[config.mk]
export PLATFORM = sky130hd
export DESIGN_NAME = dual_core_mem_arbiter_flat
export DESIGN_NICKNAME = d
export VERILOG_FILES = /design/src/rtl/dual_core_mem_arbiter_pkg.sv /design/src/rtl/dual_core_mem_arbiter_if.sv /design/src/rtl/dual_core_mem_arbiter_arb_channel.sv /design/src/rtl/dual_core_mem_arbiter.sv /design/src/flat_wrapper.sv
export SDC_FILE = /design/constraint.sdc
export NUM_CORES = 1
export LEC_CHECK = 0
export ABC_AREA = 1
export BUFFER_PORTS_ARGS = -buffer_cell sky130_fd_sc_hd__buf_2
export CORE_AREA = 2 2 233 235
export DETAILED_ROUTE_END_ITERATION = 8
export DIE_AREA = 0 0 235 237
export PLACE_DENSITY_LB_ADDON = 0.15
export RECOVER_POWER = 25
export SLEW_MARGIN = 0
export SYNTH_ARGS = -nofsm -noshare
export SYNTH_HDL_FRONTEND = slang
export SYNTH_SLANG_ARGS = --single-unit
[constraint.sdc]
create_clock -name clk -period 1.4 [get_ports clk]
set_input_delay 0.21 -clock clk [delete_from_list [all_inputs] [get_ports clk]]
set_output_delay 0.21 -clock clk [all_outputs]
set_load 0.02 [all_outputs]
[src/rtl/dual_core_mem_arbiter_pkg.sv]
// dual_core_mem_arbiter_pkg: shared state/owner encodings and default widths
package dual_core_mem_arbiter_pkg;
  localparam int DEF_ADDR_W = 32;
  localparam int DEF_DATA_W = 32;
  typedef enum logic [1:0] {IDLE, PEND, WAIT} state_t;
  typedef enum logic {OWN_C1 = 1'b0, OWN_C2 = 1'b1} owner_t;
  function automatic owner_t other(owner_t o);
    return o == OWN_C1 ? OWN_C2 : OWN_C1;
  endfunction
endpackage

[src/rtl/dual_core_mem_arbiter_if.sv]
// dual_core_mem_arbiter_if: one OBI-style req/gnt/rvalid channel; master issues requests
interface dual_core_mem_arbiter_if
  import dual_core_mem_arbiter_pkg::*;
#(
  parameter int ADDR_W = DEF_ADDR_W,
  parameter int DATA_W = DEF_DATA_W
) ();
  logic              req;
  logic [ADDR_W-1:0] adr;
  logic [DATA_W-1:0] wdata;
  logic              we;
  logic              gnt;
  logic              r_valid;
  logic [DATA_W-1:0] rdata;
  modport master (output req, adr, wdata, we, input gnt, r_valid, rdata);
  modport slave (input req, adr, wdata, we, output gnt, r_valid, rdata);
endinterface

[src/rtl/dual_core_mem_arbiter_arb_channel.sv]
// arb_channel: 2:1 round-robin, single-outstanding OBI arbiter with zero added latency
module arb_channel
  import dual_core_mem_arbiter_pkg::*;
#(
  parameter int ADDR_W = DEF_ADDR_W,
  parameter int DATA_W = DEF_DATA_W
) (
  input  logic                   clk,
  input  logic                   res,
  input  logic [1:0]             req,
  input  logic [1:0][ADDR_W-1:0] adr,
  input  logic [1:0][DATA_W-1:0] wdata,
  input  logic [1:0]             we,
  output logic [1:0]             gnt,
  output logic [1:0]             rvalid,
  output logic                   mem_req,
  output logic [ADDR_W-1:0]      mem_adr,
  output logic [DATA_W-1:0]      mem_wdata,
  output logic                   mem_we,
  input  logic                   mem_gnt,
  input  logic                   mem_rvalid
);
  state_t state;
  owner_t owner, prio, sel;
  logic   active;
  // Owner is chosen fresh only in IDLE; PEND stays locked to the latched owner
  always_comb begin
    sel       = state != IDLE ? owner : (req[0] & req[1]) ? prio : req[1] ? OWN_C2 : OWN_C1;
    active    = state == IDLE ? |req : state == PEND && req[sel];
    mem_req   = active;
    mem_adr   = active ? adr[sel] : '0;
    mem_wdata = active ? wdata[sel] : '0;
    mem_we    = active & we[sel];
    gnt[0]    = active & mem_gnt & (sel == OWN_C1);
    gnt[1]    = active & mem_gnt & (sel == OWN_C2);
    rvalid[0] = (state == WAIT) & mem_rvalid & (owner == OWN_C1);
    rvalid[1] = (state == WAIT) & mem_rvalid & (owner == OWN_C2);
  end
  // Track ownership and rotate priority only when a grant actually happens
  always_ff @(posedge clk or negedge res) begin
    if (!res) begin
      state <= IDLE;
      owner <= OWN_C1;
      prio  <= OWN_C1;
    end else begin
      case (state)
        IDLE, PEND: begin
          if (!active) state <= IDLE;
          else begin
            owner <= sel;
            state <= mem_gnt ? WAIT : PEND;
            if (mem_gnt) prio <= other(sel);
          end
        end
        WAIT: if (mem_rvalid) state <= IDLE;
        default: state <= IDLE;
      endcase
    end
  end
endmodule

[src/rtl/dual_core_mem_arbiter.sv]
// dual_core_mem_arbiter: shares instruction and data memory ports between two cores
module dual_core_mem_arbiter
  import dual_core_mem_arbiter_pkg::*;
#(
  parameter int ADDR_W = DEF_ADDR_W,
  parameter int DATA_W = DEF_DATA_W
) (
  input  logic                    clk,
  input  logic                    res,
  dual_core_mem_arbiter_if.slave  instr_c1,
  dual_core_mem_arbiter_if.slave  instr_c2,
  dual_core_mem_arbiter_if.master instr_mem,
  dual_core_mem_arbiter_if.slave  data_c1,
  dual_core_mem_arbiter_if.slave  data_c2,
  dual_core_mem_arbiter_if.master data_mem,
  output logic [3:0]              data_be
);
  logic [1:0] i_gnt, i_rvalid, d_gnt, d_rvalid;
  arb_channel #(.ADDR_W(ADDR_W), .DATA_W(DATA_W)) u_instr (
    .clk, .res,
    .req({instr_c2.req, instr_c1.req}), .adr({instr_c2.adr, instr_c1.adr}),
    .wdata('0), .we(2'b00), .gnt(i_gnt), .rvalid(i_rvalid),
    .mem_req(instr_mem.req), .mem_adr(instr_mem.adr), .mem_wdata(instr_mem.wdata),
    .mem_we(instr_mem.we), .mem_gnt(instr_mem.gnt), .mem_rvalid(instr_mem.r_valid)
  );
  arb_channel #(.ADDR_W(ADDR_W), .DATA_W(DATA_W)) u_data (
    .clk, .res,
    .req({data_c2.req, data_c1.req}), .adr({data_c2.adr, data_c1.adr}),
    .wdata({data_c2.wdata, data_c1.wdata}), .we({data_c2.we, data_c1.we}),
    .gnt(d_gnt), .rvalid(d_rvalid),
    .mem_req(data_mem.req), .mem_adr(data_mem.adr), .mem_wdata(data_mem.wdata),
    .mem_we(data_mem.we), .mem_gnt(data_mem.gnt), .mem_rvalid(data_mem.r_valid)
  );
  assign instr_c1.gnt     = i_gnt[0];
  assign instr_c2.gnt     = i_gnt[1];
  assign instr_c1.r_valid = i_rvalid[0];
  assign instr_c2.r_valid = i_rvalid[1];
  assign instr_c1.rdata   = instr_mem.rdata;
  assign instr_c2.rdata   = instr_mem.rdata;
  assign data_c1.gnt      = d_gnt[0];
  assign data_c2.gnt      = d_gnt[1];
  assign data_c1.r_valid  = d_rvalid[0];
  assign data_c2.r_valid  = d_rvalid[1];
  assign data_c1.rdata    = data_mem.rdata;
  assign data_c2.rdata    = data_mem.rdata;
  assign data_be          = 4'b1111;
endmodule

[src/flat_wrapper.sv]
// flat-port wrapper written by rule: the top's interface ports become plain ports
module dual_core_mem_arbiter_flat import dual_core_mem_arbiter_pkg::*;
#(
  parameter int ADDR_W = DEF_ADDR_W,
  parameter int DATA_W = DEF_DATA_W
)
  (clk, res, data_be, instr_c1_req, instr_c1_adr, instr_c1_wdata, instr_c1_we, instr_c1_gnt, instr_c1_r_valid, instr_c1_rdata, instr_c2_req, instr_c2_adr, instr_c2_wdata, instr_c2_we, instr_c2_gnt, instr_c2_r_valid, instr_c2_rdata, instr_mem_req, instr_mem_adr, instr_mem_wdata, instr_mem_we, instr_mem_gnt, instr_mem_r_valid, instr_mem_rdata, data_c1_req, data_c1_adr, data_c1_wdata, data_c1_we, data_c1_gnt, data_c1_r_valid, data_c1_rdata, data_c2_req, data_c2_adr, data_c2_wdata, data_c2_we, data_c2_gnt, data_c2_r_valid, data_c2_rdata, data_mem_req, data_mem_adr, data_mem_wdata, data_mem_we, data_mem_gnt, data_mem_r_valid, data_mem_rdata);
  dual_core_mem_arbiter_if #(.ADDR_W(ADDR_W), .DATA_W(DATA_W)) instr_c1_i ();
  dual_core_mem_arbiter_if #(.ADDR_W(ADDR_W), .DATA_W(DATA_W)) instr_c2_i ();
  dual_core_mem_arbiter_if #(.ADDR_W(ADDR_W), .DATA_W(DATA_W)) instr_mem_i ();
  dual_core_mem_arbiter_if #(.ADDR_W(ADDR_W), .DATA_W(DATA_W)) data_c1_i ();
  dual_core_mem_arbiter_if #(.ADDR_W(ADDR_W), .DATA_W(DATA_W)) data_c2_i ();
  dual_core_mem_arbiter_if #(.ADDR_W(ADDR_W), .DATA_W(DATA_W)) data_mem_i ();
  input  logic clk;
  input  logic res;
  output logic [3:0] data_be;
  input wire logic [$bits(instr_c1_i.req)-1:0] instr_c1_req;
  input wire logic [$bits(instr_c1_i.adr)-1:0] instr_c1_adr;
  input wire logic [$bits(instr_c1_i.wdata)-1:0] instr_c1_wdata;
  input wire logic [$bits(instr_c1_i.we)-1:0] instr_c1_we;
  output wire logic [$bits(instr_c1_i.gnt)-1:0] instr_c1_gnt;
  output wire logic [$bits(instr_c1_i.r_valid)-1:0] instr_c1_r_valid;
  output wire logic [$bits(instr_c1_i.rdata)-1:0] instr_c1_rdata;
  input wire logic [$bits(instr_c2_i.req)-1:0] instr_c2_req;
  input wire logic [$bits(instr_c2_i.adr)-1:0] instr_c2_adr;
  input wire logic [$bits(instr_c2_i.wdata)-1:0] instr_c2_wdata;
  input wire logic [$bits(instr_c2_i.we)-1:0] instr_c2_we;
  output wire logic [$bits(instr_c2_i.gnt)-1:0] instr_c2_gnt;
  output wire logic [$bits(instr_c2_i.r_valid)-1:0] instr_c2_r_valid;
  output wire logic [$bits(instr_c2_i.rdata)-1:0] instr_c2_rdata;
  output wire logic [$bits(instr_mem_i.req)-1:0] instr_mem_req;
  output wire logic [$bits(instr_mem_i.adr)-1:0] instr_mem_adr;
  output wire logic [$bits(instr_mem_i.wdata)-1:0] instr_mem_wdata;
  output wire logic [$bits(instr_mem_i.we)-1:0] instr_mem_we;
  input wire logic [$bits(instr_mem_i.gnt)-1:0] instr_mem_gnt;
  input wire logic [$bits(instr_mem_i.r_valid)-1:0] instr_mem_r_valid;
  input wire logic [$bits(instr_mem_i.rdata)-1:0] instr_mem_rdata;
  input wire logic [$bits(data_c1_i.req)-1:0] data_c1_req;
  input wire logic [$bits(data_c1_i.adr)-1:0] data_c1_adr;
  input wire logic [$bits(data_c1_i.wdata)-1:0] data_c1_wdata;
  input wire logic [$bits(data_c1_i.we)-1:0] data_c1_we;
  output wire logic [$bits(data_c1_i.gnt)-1:0] data_c1_gnt;
  output wire logic [$bits(data_c1_i.r_valid)-1:0] data_c1_r_valid;
  output wire logic [$bits(data_c1_i.rdata)-1:0] data_c1_rdata;
  input wire logic [$bits(data_c2_i.req)-1:0] data_c2_req;
  input wire logic [$bits(data_c2_i.adr)-1:0] data_c2_adr;
  input wire logic [$bits(data_c2_i.wdata)-1:0] data_c2_wdata;
  input wire logic [$bits(data_c2_i.we)-1:0] data_c2_we;
  output wire logic [$bits(data_c2_i.gnt)-1:0] data_c2_gnt;
  output wire logic [$bits(data_c2_i.r_valid)-1:0] data_c2_r_valid;
  output wire logic [$bits(data_c2_i.rdata)-1:0] data_c2_rdata;
  output wire logic [$bits(data_mem_i.req)-1:0] data_mem_req;
  output wire logic [$bits(data_mem_i.adr)-1:0] data_mem_adr;
  output wire logic [$bits(data_mem_i.wdata)-1:0] data_mem_wdata;
  output wire logic [$bits(data_mem_i.we)-1:0] data_mem_we;
  input wire logic [$bits(data_mem_i.gnt)-1:0] data_mem_gnt;
  input wire logic [$bits(data_mem_i.r_valid)-1:0] data_mem_r_valid;
  input wire logic [$bits(data_mem_i.rdata)-1:0] data_mem_rdata;
  assign instr_c1_i.req = instr_c1_req;
  assign instr_c1_i.adr = instr_c1_adr;
  assign instr_c1_i.wdata = instr_c1_wdata;
  assign instr_c1_i.we = instr_c1_we;
  assign instr_c1_gnt = instr_c1_i.gnt;
  assign instr_c1_r_valid = instr_c1_i.r_valid;
  assign instr_c1_rdata = instr_c1_i.rdata;
  assign instr_c2_i.req = instr_c2_req;
  assign instr_c2_i.adr = instr_c2_adr;
  assign instr_c2_i.wdata = instr_c2_wdata;
  assign instr_c2_i.we = instr_c2_we;
  assign instr_c2_gnt = instr_c2_i.gnt;
  assign instr_c2_r_valid = instr_c2_i.r_valid;
  assign instr_c2_rdata = instr_c2_i.rdata;
  assign instr_mem_req = instr_mem_i.req;
  assign instr_mem_adr = instr_mem_i.adr;
  assign instr_mem_wdata = instr_mem_i.wdata;
  assign instr_mem_we = instr_mem_i.we;
  assign instr_mem_i.gnt = instr_mem_gnt;
  assign instr_mem_i.r_valid = instr_mem_r_valid;
  assign instr_mem_i.rdata = instr_mem_rdata;
  assign data_c1_i.req = data_c1_req;
  assign data_c1_i.adr = data_c1_adr;
  assign data_c1_i.wdata = data_c1_wdata;
  assign data_c1_i.we = data_c1_we;
  assign data_c1_gnt = data_c1_i.gnt;
  assign data_c1_r_valid = data_c1_i.r_valid;
  assign data_c1_rdata = data_c1_i.rdata;
  assign data_c2_i.req = data_c2_req;
  assign data_c2_i.adr = data_c2_adr;
  assign data_c2_i.wdata = data_c2_wdata;
  assign data_c2_i.we = data_c2_we;
  assign data_c2_gnt = data_c2_i.gnt;
  assign data_c2_r_valid = data_c2_i.r_valid;
  assign data_c2_rdata = data_c2_i.rdata;
  assign data_mem_req = data_mem_i.req;
  assign data_mem_adr = data_mem_i.adr;
  assign data_mem_wdata = data_mem_i.wdata;
  assign data_mem_we = data_mem_i.we;
  assign data_mem_i.gnt = data_mem_gnt;
  assign data_mem_i.r_valid = data_mem_r_valid;
  assign data_mem_i.rdata = data_mem_rdata;
  dual_core_mem_arbiter #(.ADDR_W(ADDR_W), .DATA_W(DATA_W)) u_core (.clk(clk), .res(res), .instr_c1(instr_c1_i), .instr_c2(instr_c2_i), .instr_mem(instr_mem_i), .data_c1(data_c1_i), .data_c2(data_c2_i), .data_mem(data_mem_i), .data_be(data_be));
endmodule
==> results of run 1 <==
-- worst min path at each step --
| stage | slack, ns | depth (start not counted) | startpoint | end |
|---|---|---|---|---|
| after global placement | 0.11 | 1 | res | u_core.u_instr.state[0] |
| after floorplan | -0.09 | 0 | res | u_core.u_data.owner |
| after CTS | 0.22 | 2 | instr_mem_r_valid | u_core.u_instr.state[1] |
| after detailed placement | 0.11 | 1 | res | u_core.u_instr.state[1] |
| final | 0.21 | 2 | instr_mem_r_valid | u_core.u_instr.state[1] |
| after global routing | 0.22 | 2 | instr_mem_r_valid | u_core.u_instr.state[1] |
-- kinds of logic (layout without fill, tap and decap cells) --
family,count (synthesis),after routing
other,2,37
and+or+nand+nor,426,427
buffers and inverters,304,509
AOI/OAI and AO/OA,10,10
DFF,8,8
-- routing by layer --
layer,up-vias,global-route usage [%],share of wire [%]
li1,2423,-,-
met1,2226,6.922,37
met2,304,11.23,50
met3,59,2.798,9.5
met4,2,2.301,3.2
met5,-,0,0.093
-- what timing repair did --
action | in CTS | in global routing
pin swaps | 23 | 42
gates resized for setup | 255 | 309
hold endpoints to repair | 8 | 0
hold buffers | 1 | 0
setup endpoints to repair | 112 | 113
buffers inserted | 19 | 11
cloned | 11 | 16
-- flip-flops by register name, indices dropped and copies added, names as in the netlist --
name / cells
u_core.u_data.owner: 1
u_core.u_data.state: 2
u_core.u_instr.prio: 1
u_core.u_instr.owner: 1
u_core.u_data.prio: 1
u_core.u_instr.state: 2
-- per-stage QoR --
step	setup TNS [ns]	area, um^2	utilization (%)
after floorplan	-2.298	3959	-
after detailed placement	-33.48	5314	9.973
final	-59.13	8129	15.26
after CTS	-55.82	6704	12.58
after global placement	-33.01	5314	9.973
after global routing	-68.94	8129	15.26
-- cell type report --
cell class              count  area [um^2]  share of cell area (%)
repair buffers            393         3532                   43.45
multi-input cells         474         2937                   36.12
well taps                 696        870.8                   10.71
inverters                 109        452.9                   5.572
flip-flops and latches      8        206.4                   2.540
clock buffers               3        75.07                  0.9235
repair inverters            4        55.05                  0.6772
-- cell usage in the layout, fill, tap and decap left out, types with 5 or more instances in the layout --
cell                          n
sky130_fd_sc_hd__buf_4       34
sky130_fd_sc_hd__buf_2      203
sky130_fd_sc_hd__conb_1      37
sky130_fd_sc_hd__buf_16       9
sky130_fd_sc_hd__buf_12      22
sky130_fd_sc_hd__nand2_2    102
sky130_fd_sc_hd__nor2_4       8
sky130_fd_sc_hd__inv_1        6
sky130_fd_sc_hd__inv_2       99
sky130_fd_sc_hd__nand2_4     85
sky130_fd_sc_hd__clkbuf_16   14
sky130_fd_sc_hd__buf_6      109
sky130_fd_sc_hd__nand2_1    217
sky130_fd_sc_hd__nand3_4      6
sky130_fd_sc_hd__dfrtp_2      5
-- power by group through the flow --
stage | logic [uW] | clock network (uW) | registers, uW
after floorplan | 5740 | 0 | 383
after global placement | 8180 | 0 | 397
after detailed placement | 8060 | 0 | 395
after CTS | 11600 | 519 | 407
after global routing | 15700 | 537 | 479
final | 14600 | 502 | 465
==> flow_summary.ini, run 1 <==
[critical_path]
timing.critical_path.required_ns = 1.19
rr_worst_depth = 10
timing.rr.start = u_core.u_data.state[0]
critical_path.endpoint_type = output pin
worstPathBufferInverterCount = 5
critPathMostFrequentCell = sky130_fd_sc_hd__nand2_2
timing.setup.critical_path_class = reg -> out
path_max_fanout = 6
worstSetupEndpoint = instr_mem_adr[1]
cells_along_the_critical_path = o21ai_2 > buf_4 > nand3_2 > nand2_2 > nand2_4 > buf_12 > clkbuf_16 > nand2_2 > inv_2 > buf_6
critPathLaunchType = flop
crit-reg2reg-capture = u_core.u_data.owner
setup.reg_to_reg.worst_slack_ns = -0.40
worst_path_max_delay_cell = sky130_fd_sc_hd__dfrtp_2
critPathMaxStageDelay_ns = 0.44
startpoint_of_the_worst_setup_timing_path = u_core.u_instr.state[1]
critical_path_depth = 10
critical_path.top_delay_family = buffers and inverters
cp_data_arrival_time_ns = 1.81

[pwr]
ir_worst_vdd_v = 0.0009610
p_int_uw = 7534
total_power_uw = 15600
comb_power_share_pct = 93.8
p_per_area_nw_per_um2 = 1918
power_leakage_uw = 0.004701
power.switching_uw = 8061
switching_share_pct = 51.69
power_frac_seq_pct = 3.0
p_clk_share_pct = 3.2

[global_route]
grtUsageTotal_pct = 6.448
antenna_found_initial = 2
grt_first_pass_wirelength_mm = 27.48
maximum_number_of_pins_on_one_net_before_global_route_repair = 35
gr-total-overflow = 0
number_of_global_route_vias_before_repair = 4669

[synthesis]
yosys_warnings = 0
synth.most_common_cell = sky130_fd_sc_hd__nand2_1
synth.distinct_cells = 15
synth_top_cells_by_count = sky130_fd_sc_hd__nand2_1 (405), sky130_fd_sc_hd__buf_4 (174), sky130_fd_sc_hd__inv_1 (80)
muxShareOfSynthArea_pct = 0
synth_compound_gate_area_share_pct = 1.346
synthesis.instances = 750
yosys.area.top_type = sky130_fd_sc_hd__nand2_1
synth_sequential_area_ratio_pct = 5.385
post_synth_fa_ha_maj_area_fraction_pct = 0
synth_top_family_by_area = buffers and inverters
post_synth_instance_area_um2 = 3717
yosys.area_share.simple_pct = 43.42
yosys-top-cells-area = sky130_fd_sc_hd__nand2_1 (41%), sky130_fd_sc_hd__buf_4 (35%), sky130_fd_sc_hd__inv_1 (8.1%)
synth_edf_count = 0
synth-seq-cells = 8
async_reset_ff_share_pct = 100.0
synth_top_area_share_pct = 40.90
postSynthAreaPerCell_um2 = 4.956
main_synth_ff_type = sky130_fd_sc_hd__dfrtp_1
post_synthesis_xor_xnor_area_fraction_pct = 0

[final_layout]
synthToLayoutAreaGrowth_pct = 118.7
filler_cell_count = 6211
final_nets = 1327
antennaDiodeCount = 0
final_cell_count_no_fill = 1687
drive_gt1_share_pct = 72.55

[detailed_routing]
vias_per_cell = 2.972
drt-total-wl_mm = 21.50
avgRoutedWirePerCell_um = 12.75
final_antenna_net_count = 0
vias = 5014
drt_first_iter_violations = 68
drc = 0
detail_route.first_pass.iterations = 4

[place]
place.detailed.hpwl_mm = 14.27
gp_congestion = 0.7190
dp_slack_ns = -0.4847
number_of_buffers_inserted_by_port_buffering = 310
placed_cells = 1632

[clocking]
cts_root_buf = sky130_fd_sc_hd__clkbuf_16
cts.reportedPaths.clkPinSlew_ns = 0.04
cts_made_buffers = 3
clock_path_buffers = 2
worst_skew_pair.late_latency_ns = 0.23
tritoncts_num_sinks = 8
tritoncts = yes
cts_max_level = 1

[floorplanning]
floorplan.initialDensity_pct = 6.977
top_level_ports = 606
floorplan.die_area_um2 = 55700
floorplan.core_area_um2 = 53280
die-width_um = 235
fp-row-count = 85
die_h_um = 237

[job]
maxCapViolations = 0

[timing]
final-setup-viol-count = 113
rsz0062_at_grt = true
share_of_the_clock_period_used_by_the_worst_path_pct = 144.0
hold_violations = 0
post-route-worst-setup-slack_ns = -0.6157
final.hold.worst_slack_ns = 0.2120
fmax_ghz = 0.4961
final.min_clock_period_ns = 2.016
final_number_of_max_transition_violations = 0
clock_skew_ns = 0.0002257

[worst_hold_path]
hold_path.class = in -> reg

[outcome]
failed_checks = setup timing
run_status = finished with violations
(Power assumes the default switching activity.)
==> inputs of run 2 (changes only) <==
--- a/config.mk
+++ b/config.mk
@@ -5,11 +5,10 @@
 export SDC_FILE = /design/constraint.sdc
 export NUM_CORES = 1
 export LEC_CHECK = 0
-export ABC_AREA = 1
 export BUFFER_PORTS_ARGS = -buffer_cell sky130_fd_sc_hd__buf_2
-export CORE_AREA = 2 2 233 235
+export CORE_AREA = 2 2 234 236
 export DETAILED_ROUTE_END_ITERATION = 8
-export DIE_AREA = 0 0 235 237
+export DIE_AREA = 0 0 236 238
 export PLACE_DENSITY_LB_ADDON = 0.15
 export RECOVER_POWER = 25
 export SLEW_MARGIN = 0
==> run 2 against run 1 <==
Net effect:
- the run still ends with setup timing left
- first-iteration DRC count rose to 4.4 times the previous value
- register-to-register slack got worse by 0.09 ns
- die area rose by 0.85%
- largest power group unchanged
==> flow_summary.ini, run 2 <==
[detailed_routing]
drt-total-wl_mm = 33.16
vias_per_cell = 4.248
drt_first_iter_violations = 302
detail_route.first_pass.iterations = 4
vias = 7749
drc = 0
final_antenna_net_count = 0
avgRoutedWirePerCell_um = 18.18

[floorplanning]
die-width_um = 236
floorplan.die_area_um2 = 56170
floorplan.core_area_um2 = 53500
die_h_um = 238
floorplan.initialDensity_pct = 10.96
top_level_ports = 606
fp-row-count = 85

[synthesis]
yosys_warnings = 0
yosys.area_share.simple_pct = 29.31
post_synth_fa_ha_maj_area_fraction_pct = 0
post_synthesis_xor_xnor_area_fraction_pct = 0
synth.most_common_cell = sky130_fd_sc_hd__buf_4
post_synth_instance_area_um2 = 5862
postSynthAreaPerCell_um2 = 6.449
async_reset_ff_share_pct = 100.0
muxShareOfSynthArea_pct = 0.3842
synth_edf_count = 0
synthesis.instances = 909
synth_top_cells_by_count = sky130_fd_sc_hd__buf_4 (170), sky130_fd_sc_hd__a21o_1 (99), sky130_fd_sc_hd__a31oi_1 (99), sky130_fd_sc_hd__nand2_1 (99), sky130_fd_sc_hd__nand2b_1 (99)
yosys.area.top_type = sky130_fd_sc_hd__buf_4
yosys-top-cells-area = sky130_fd_sc_hd__buf_4 (22%), sky130_fd_sc_hd__a21o_1 (13%), sky130_fd_sc_hd__o211ai_1 (12%)
synth_top_area_share_pct = 21.77
synth.distinct_cells = 29
main_synth_ff_type = sky130_fd_sc_hd__dfrtp_1
synth_top_family_by_area = compound AO/OA/AOI/OAI gates
synth-seq-cells = 8
synth_sequential_area_ratio_pct = 3.415
synth_compound_gate_area_share_pct = 37.25

[worst_hold_path]
hold_path.class = in -> reg
number_of_stages_on_the_worst_hold_path = 2
hold_start = instr_mem_gnt
worst_hold_endpoint = u_core.u_instr.state[0]

[final_layout]
reg_top3 = u_core.u_data.state x2, u_core.u_instr.state x2
final_nets = 1462
layout.cells.most_common = sky130_fd_sc_hd__buf_2
drive_gt1_share_pct = 51.64
postLayoutCellArea_um2 = 10700
synthToLayoutAreaGrowth_pct = 82.46
mostFrequentLayoutCells = sky130_fd_sc_hd__buf_2 (236), sky130_fd_sc_hd__a21o_1 (99), sky130_fd_sc_hd__nand2b_1 (98), sky130_fd_sc_hd__nand2_1 (98)
filler_cell_count = 6037
final_cell_count_no_fill = 1824

[critical_path]
setup.reg_to_reg.worst_slack_ns = -0.49
crit-reg2reg-capture = u_core.u_data.prio
critical_path.endpoint_type = output pin
cp_data_arrival_time_ns = 1.88
path_max_fanout = 13
timing.setup.critical_path_class = reg -> out
rr_worst_depth = 7
timing.rr.start = u_core.u_data.owner
critPathLaunchType = flop
timing.critical_path.required_ns = 1.19

[timing]
final.min_clock_period_ns = 2.091
post-route-worst-setup-slack_ns = -0.6912
fmax_ghz = 0.4782
rsz0062_at_grt = true
final-setup-viol-count = 114
fin_setup_tns_ns = -66.23
final_number_of_max_transition_violations = 0
hold_violations = 0
share_of_the_clock_period_used_by_the_worst_path_pct = 149.4
clock_skew_ns = 0.0001135

[clocking]
cts_root_buf = sky130_fd_sc_hd__clkbuf_16
tritoncts = yes
cts.reportedPaths.clkPinSlew_ns = 0.04
cts_max_level = 1
worst_skew_pair.late_latency_ns = 0.23
clock_path_buffers = 2
tritoncts_num_sinks = 8
cts_made_buffers = 3

[job]
maxCapViolations = 0

[global_route]
maximum_number_of_pins_on_one_net_before_global_route_repair = 70
antenna_found_initial = 6
gr-total-overflow = 0
number_of_global_route_vias_before_repair = 7942
grt_first_pass_wirelength_mm = 48.89
grtUsageTotal_pct = 10.86

[pwr]
comb_power_share_pct = 94.2
power_frac_seq_pct = 2.7
p_clk_share_pct = 3.1
p_per_area_nw_per_um2 = 1523
ir_worst_vdd_v = 0.0004838
p_int_uw = 7992
power_leakage_uw = 0.004065
switching_share_pct = 50.93
total_power_uw = 16290
power.switching_uw = 8294

[place]
placed_cells = 1780
gp_congestion = 0.7589
place.detailed.hpwl_mm = 24.75
dp_slack_ns = -0.5168
number_of_buffers_inserted_by_port_buffering = 310
postPlaceCellArea_um2 = 9370

[outcome]
failed_checks = setup timing
run_status = finished with violations
[run 2: layout make-up]
class / instances / area [um^2] / area share [%]
sequential: 8 / 206.4 / 1.930
timing repair buffer: 452 / 3889 / 36.36
inverter: 6 / 32.53 / 0.3042
multi-input combinational: 657 / 5615 / 52.50
antenna: 1 / 2.502 / 0.02340
clock buffer: 4 / 78.83 / 0.7370
tap: 696 / 870.8 / 8.142
[run 2: what timing repair did]
item	4_1_cts	5_1_grt
gates cloned	9	6
endpoints found under the setup margin	113	114
hold buffers	1	0
pin swaps	43	41
endpoints found under the hold margin	8	0
gates resized for setup	164	54
buffers inserted	22	14
[run 2: how the worst max path moves through the flow]
stage | startpoint | slack [ns] | to | cells after the start
6_report | u_core.u_data.owner | -0.69 | data_mem_adr[5] | 6
3_3_place_gp | u_core.u_data.prio | -0.52 | data_mem_wdata[29] | 5
5_1_grt | u_core.u_data.owner | -0.75 | data_mem_adr[5] | 6
2_1_floorplan | u_core.u_data.owner | -0.22 | data_mem_adr[22] | 6
3_5_place_dp | u_core.u_data.prio | -0.52 | data_mem_wdata[29] | 5
4_1_cts | u_core.u_data.owner | -0.70 | data_mem_adr[7] | 6
[run 2: cells by family after synthesis]
logic type,Yosys count
and+or+nand+nor,313
muxes,2
other,2
buffers and inverters,279
AOI/OAI and AO/OA,305
DFF,8
[run 2: per-layer routing]
metal	track usage, %	wire (um)	share of wire (%)
met5	0	17	0.051
met4	1.312	287	0.87
met3	3.262	2690	8.1
met2	19.13	16210	49
met1	13.33	13960	42
[run 2: worst max-delay path: stages, from the launching register on]
cell,delay (ns)
sky130_fd_sc_hd__dfrtp_4,0.49
sky130_fd_sc_hd__or3b_4,0.42
sky130_fd_sc_hd__o211ai_4,0.10
sky130_fd_sc_hd__buf_12,0.19
sky130_fd_sc_hd__buf_16,0.19
sky130_fd_sc_hd__a31oi_2,0.05
sky130_fd_sc_hd__buf_4,0.17
[run 2: power by group through the flow]
stage,sequential [uW],combinational (uW),clock [uW]
detailed placement,444,12900,0
global route,455,16400,524
CTS,436,15000,512
global placement,451,12900,0
finish,442,15300,500
floorplan,381,9300,0
[run 2: metrics by stage]
step                      hold WS [ns]  utilization (%)
after detailed placement       0.09541            17.52
after global placement         0.09623            17.52
after CTS                       0.2504            19.51
final                           0.2388            19.99
after global routing            0.2495            19.99
after floorplan               -0.08559                -
==> inputs of run 3 (changes only) <==
==> constraint.sdc (replaced) <==
create_clock -name clk -period 1.4 [get_ports clk]
set_input_delay 0.07 -clock clk [delete_from_list [all_inputs] [get_ports clk]]
set_output_delay 0.07 -clock clk [all_outputs]
set_load 0.02 [all_outputs]
==> run 3 against run 2 <==
Net effect:
- the flow still finishes with violations (setup timing)
- sequential power about the same
- register-to-register slack better by 0.19 ns
- first-iteration DRC count rose by 4.6%
- largest cell class unchanged
- non-clock buffer count rose by 28
- combinational power rose by 7%
- global-route usage increased by 0.41 points
- power grew 6.8%
- clock power increased by 3%
- clock-buffer cell count unchanged
- maximum frequency up 7.7%
- hold slack worse by 0.18 ns
==> flow_summary.ini, run 3 (synthesis results as in run 2) <==
[critical_path]
critPathMaxStageDelay_ns = 0.49
critical_path.top_delay_family = buffers and inverters
critPathLaunchType = flop
worstPathBufferInverterCount = 3
path_max_fanout = 16
cp_data_arrival_time_ns = 1.87
setup.reg_to_reg.worst_slack_ns = -0.30
critical_path.endpoint_type = output pin
worst_path_max_delay_cell = sky130_fd_sc_hd__dfrtp_4
timing.setup.critical_path_class = reg -> out
critical_path_depth = 6
rr_worst_depth = 8
timing.critical_path.required_ns = 1.33
cells_along_the_critical_path = or3b_4 > o211ai_4 > buf_12 > buf_4 > a31oi_4 > buf_2

[final_layout]
finalCoreUtilization_pct = 20.97
final_nets = 1490
drive_gt1_share_pct = 52.90
layout.cells.most_common = sky130_fd_sc_hd__buf_2
regArea_um2 = 207.7
reg_top3 = u_core.u_data.state x2, u_core.u_instr.state x2
synthToLayoutAreaGrowth_pct = 91.36
filler_cell_count = 6002
multiInputGateArea_um2 = 5609
postLayoutCellArea_um2 = 11220
mostFrequentLayoutCells = sky130_fd_sc_hd__buf_2 (220), sky130_fd_sc_hd__buf_6 (117), sky130_fd_sc_hd__a21o_1 (99)

[job]
maxCapViolations = 0

[timing]
clock_skew_ns = 0.006802
post-route-worst-setup-slack_ns = -0.5410
rsz0062_at_grt = true
final-setup-viol-count = 113
final.min_clock_period_ns = 1.941
final.hold.worst_slack_ns = 0.05544
fin_setup_tns_ns = -51.31
fmax_ghz = 0.5152
final_number_of_max_transition_violations = 0
hold_violations = 0
share_of_the_clock_period_used_by_the_worst_path_pct = 138.6

[floorplanning]
floorplan.core_area_um2 = 53500
die_h_um = 238
floorplan.initialDensity_pct = 10.96
die-width_um = 236
fp-row-count = 85
top_level_ports = 606
floorplan.die_area_um2 = 56170

[worst_hold_path]
hold_path.class = in -> reg
number_of_stages_on_the_worst_hold_path = 2

[detailed_routing]
vias = 7794
drt-total-wl_mm = 34.31
vias_per_cell = 4.206
drt_first_iter_violations = 316
avgRoutedWirePerCell_um = 18.51
final_antenna_net_count = 0
detail_route.first_pass.iterations = 4
drc = 0

[outcome]
failed_checks = setup timing
run_status = finished with violations

[place]
gp_congestion = 0.7823
postPlaceCellArea_um2 = 9124
place.detailed.hpwl_mm = 24.55
number_of_buffers_inserted_by_port_buffering = 310

[global_route]
gr-max-usage-layer = met2
met1_usage_pct = 13.57
antenna_found_initial = 8
maximum_number_of_pins_on_one_net_before_global_route_repair = 45
grtUsageMet2_pct = 19.44
gr-total-overflow = 0
grt_first_pass_wirelength_mm = 49.67
use_met3_pct = 3.644
grtUsageTotal_pct = 11.27
number_of_global_route_vias_before_repair = 7872

[clocking]
cts_made_buffers = 3
cts.reportedPaths.clkPinSlew_ns = 0.04
cts_max_level = 1
clock_path_buffers = 2
tritoncts = yes
tritoncts_num_sinks = 8
worst_skew_pair.late_latency_ns = 0.24
cts_root_buf = sky130_fd_sc_hd__clkbuf_16

[pwr]
p_per_area_nw_per_um2 = 1550
total_power_uw = 17390
power_leakage_uw = 0.004302
ir_worst_vdd_v = 0.0004633
==> run 3: layout make-up <==
type                       instances  share of cell area, %
timing repair buffer             480                  39.39
multi-input combinational        657                  50.01
clock buffer                       4                 0.7027
inverter                           6                 0.2454
antenna                            2                0.04462
tap                              696                  7.764
sequential                         8                  1.852
==> run 3: worst paths after layout <==
path,from,to
max in group asynchronous,res,u_core.u_data.owner
hold reg to reg,u_core.u_instr.prio,u_core.u_instr.prio
setup reg to reg,u_core.u_data.state[0],u_core.u_data.prio
min in group asynchronous,res,u_core.u_instr.owner
hold / removal,data_mem_gnt,u_core.u_data.state[0]
setup / recovery,u_core.u_data.owner,data_mem_wdata[4]
==> run 3: through the flow <==
stage / std cells / worst slack [ns]
after global routing: 1851 / -0.5983
final: 1853 / -0.5410
after detailed placement: 1790 / -0.3260
after CTS: 1836 / -0.5738
after global placement: 1790 / -0.3241
after floorplan: 944 / -0.1872
==> run 3: where the power goes <==
group	switching [uW]	internal, uW
clock network	132	381
registers	115	328
logic	8280	8160
total	8520	8870
==> run 3: layer usage <==
metal / vias to the layer above / routed length (um)
li1: 3664 / -
met1: 3745 / 14170
met2: 322 / 16700
met3: 51 / 2721
met4: 12 / 643
met5: - / 72
==> run 3: what timing repair did <==
item,in CTS,in global routing
endpoints found under the hold margin,8,0
pin swaps,28,33
buffers inserted,34,20
cloned,12,7
gates resized for setup,221,87
endpoints found under the setup margin,114,114
hold buffers,1,0
==> run 3: worst register-to-register path: cells and delay by family, from the launching register on <==
| kind | cells | cell delay (ns) |
|---|---|---|
| AO/OA/AOI/OAI | 1 | 0.08 |
| buffers and inverters | 5 | 0.67 |
| multiplexers | 1 | 0.26 |
| flip-flops | 1 | 0.44 |
| AND/OR/NAND/NOR | 1 | 0.13 |
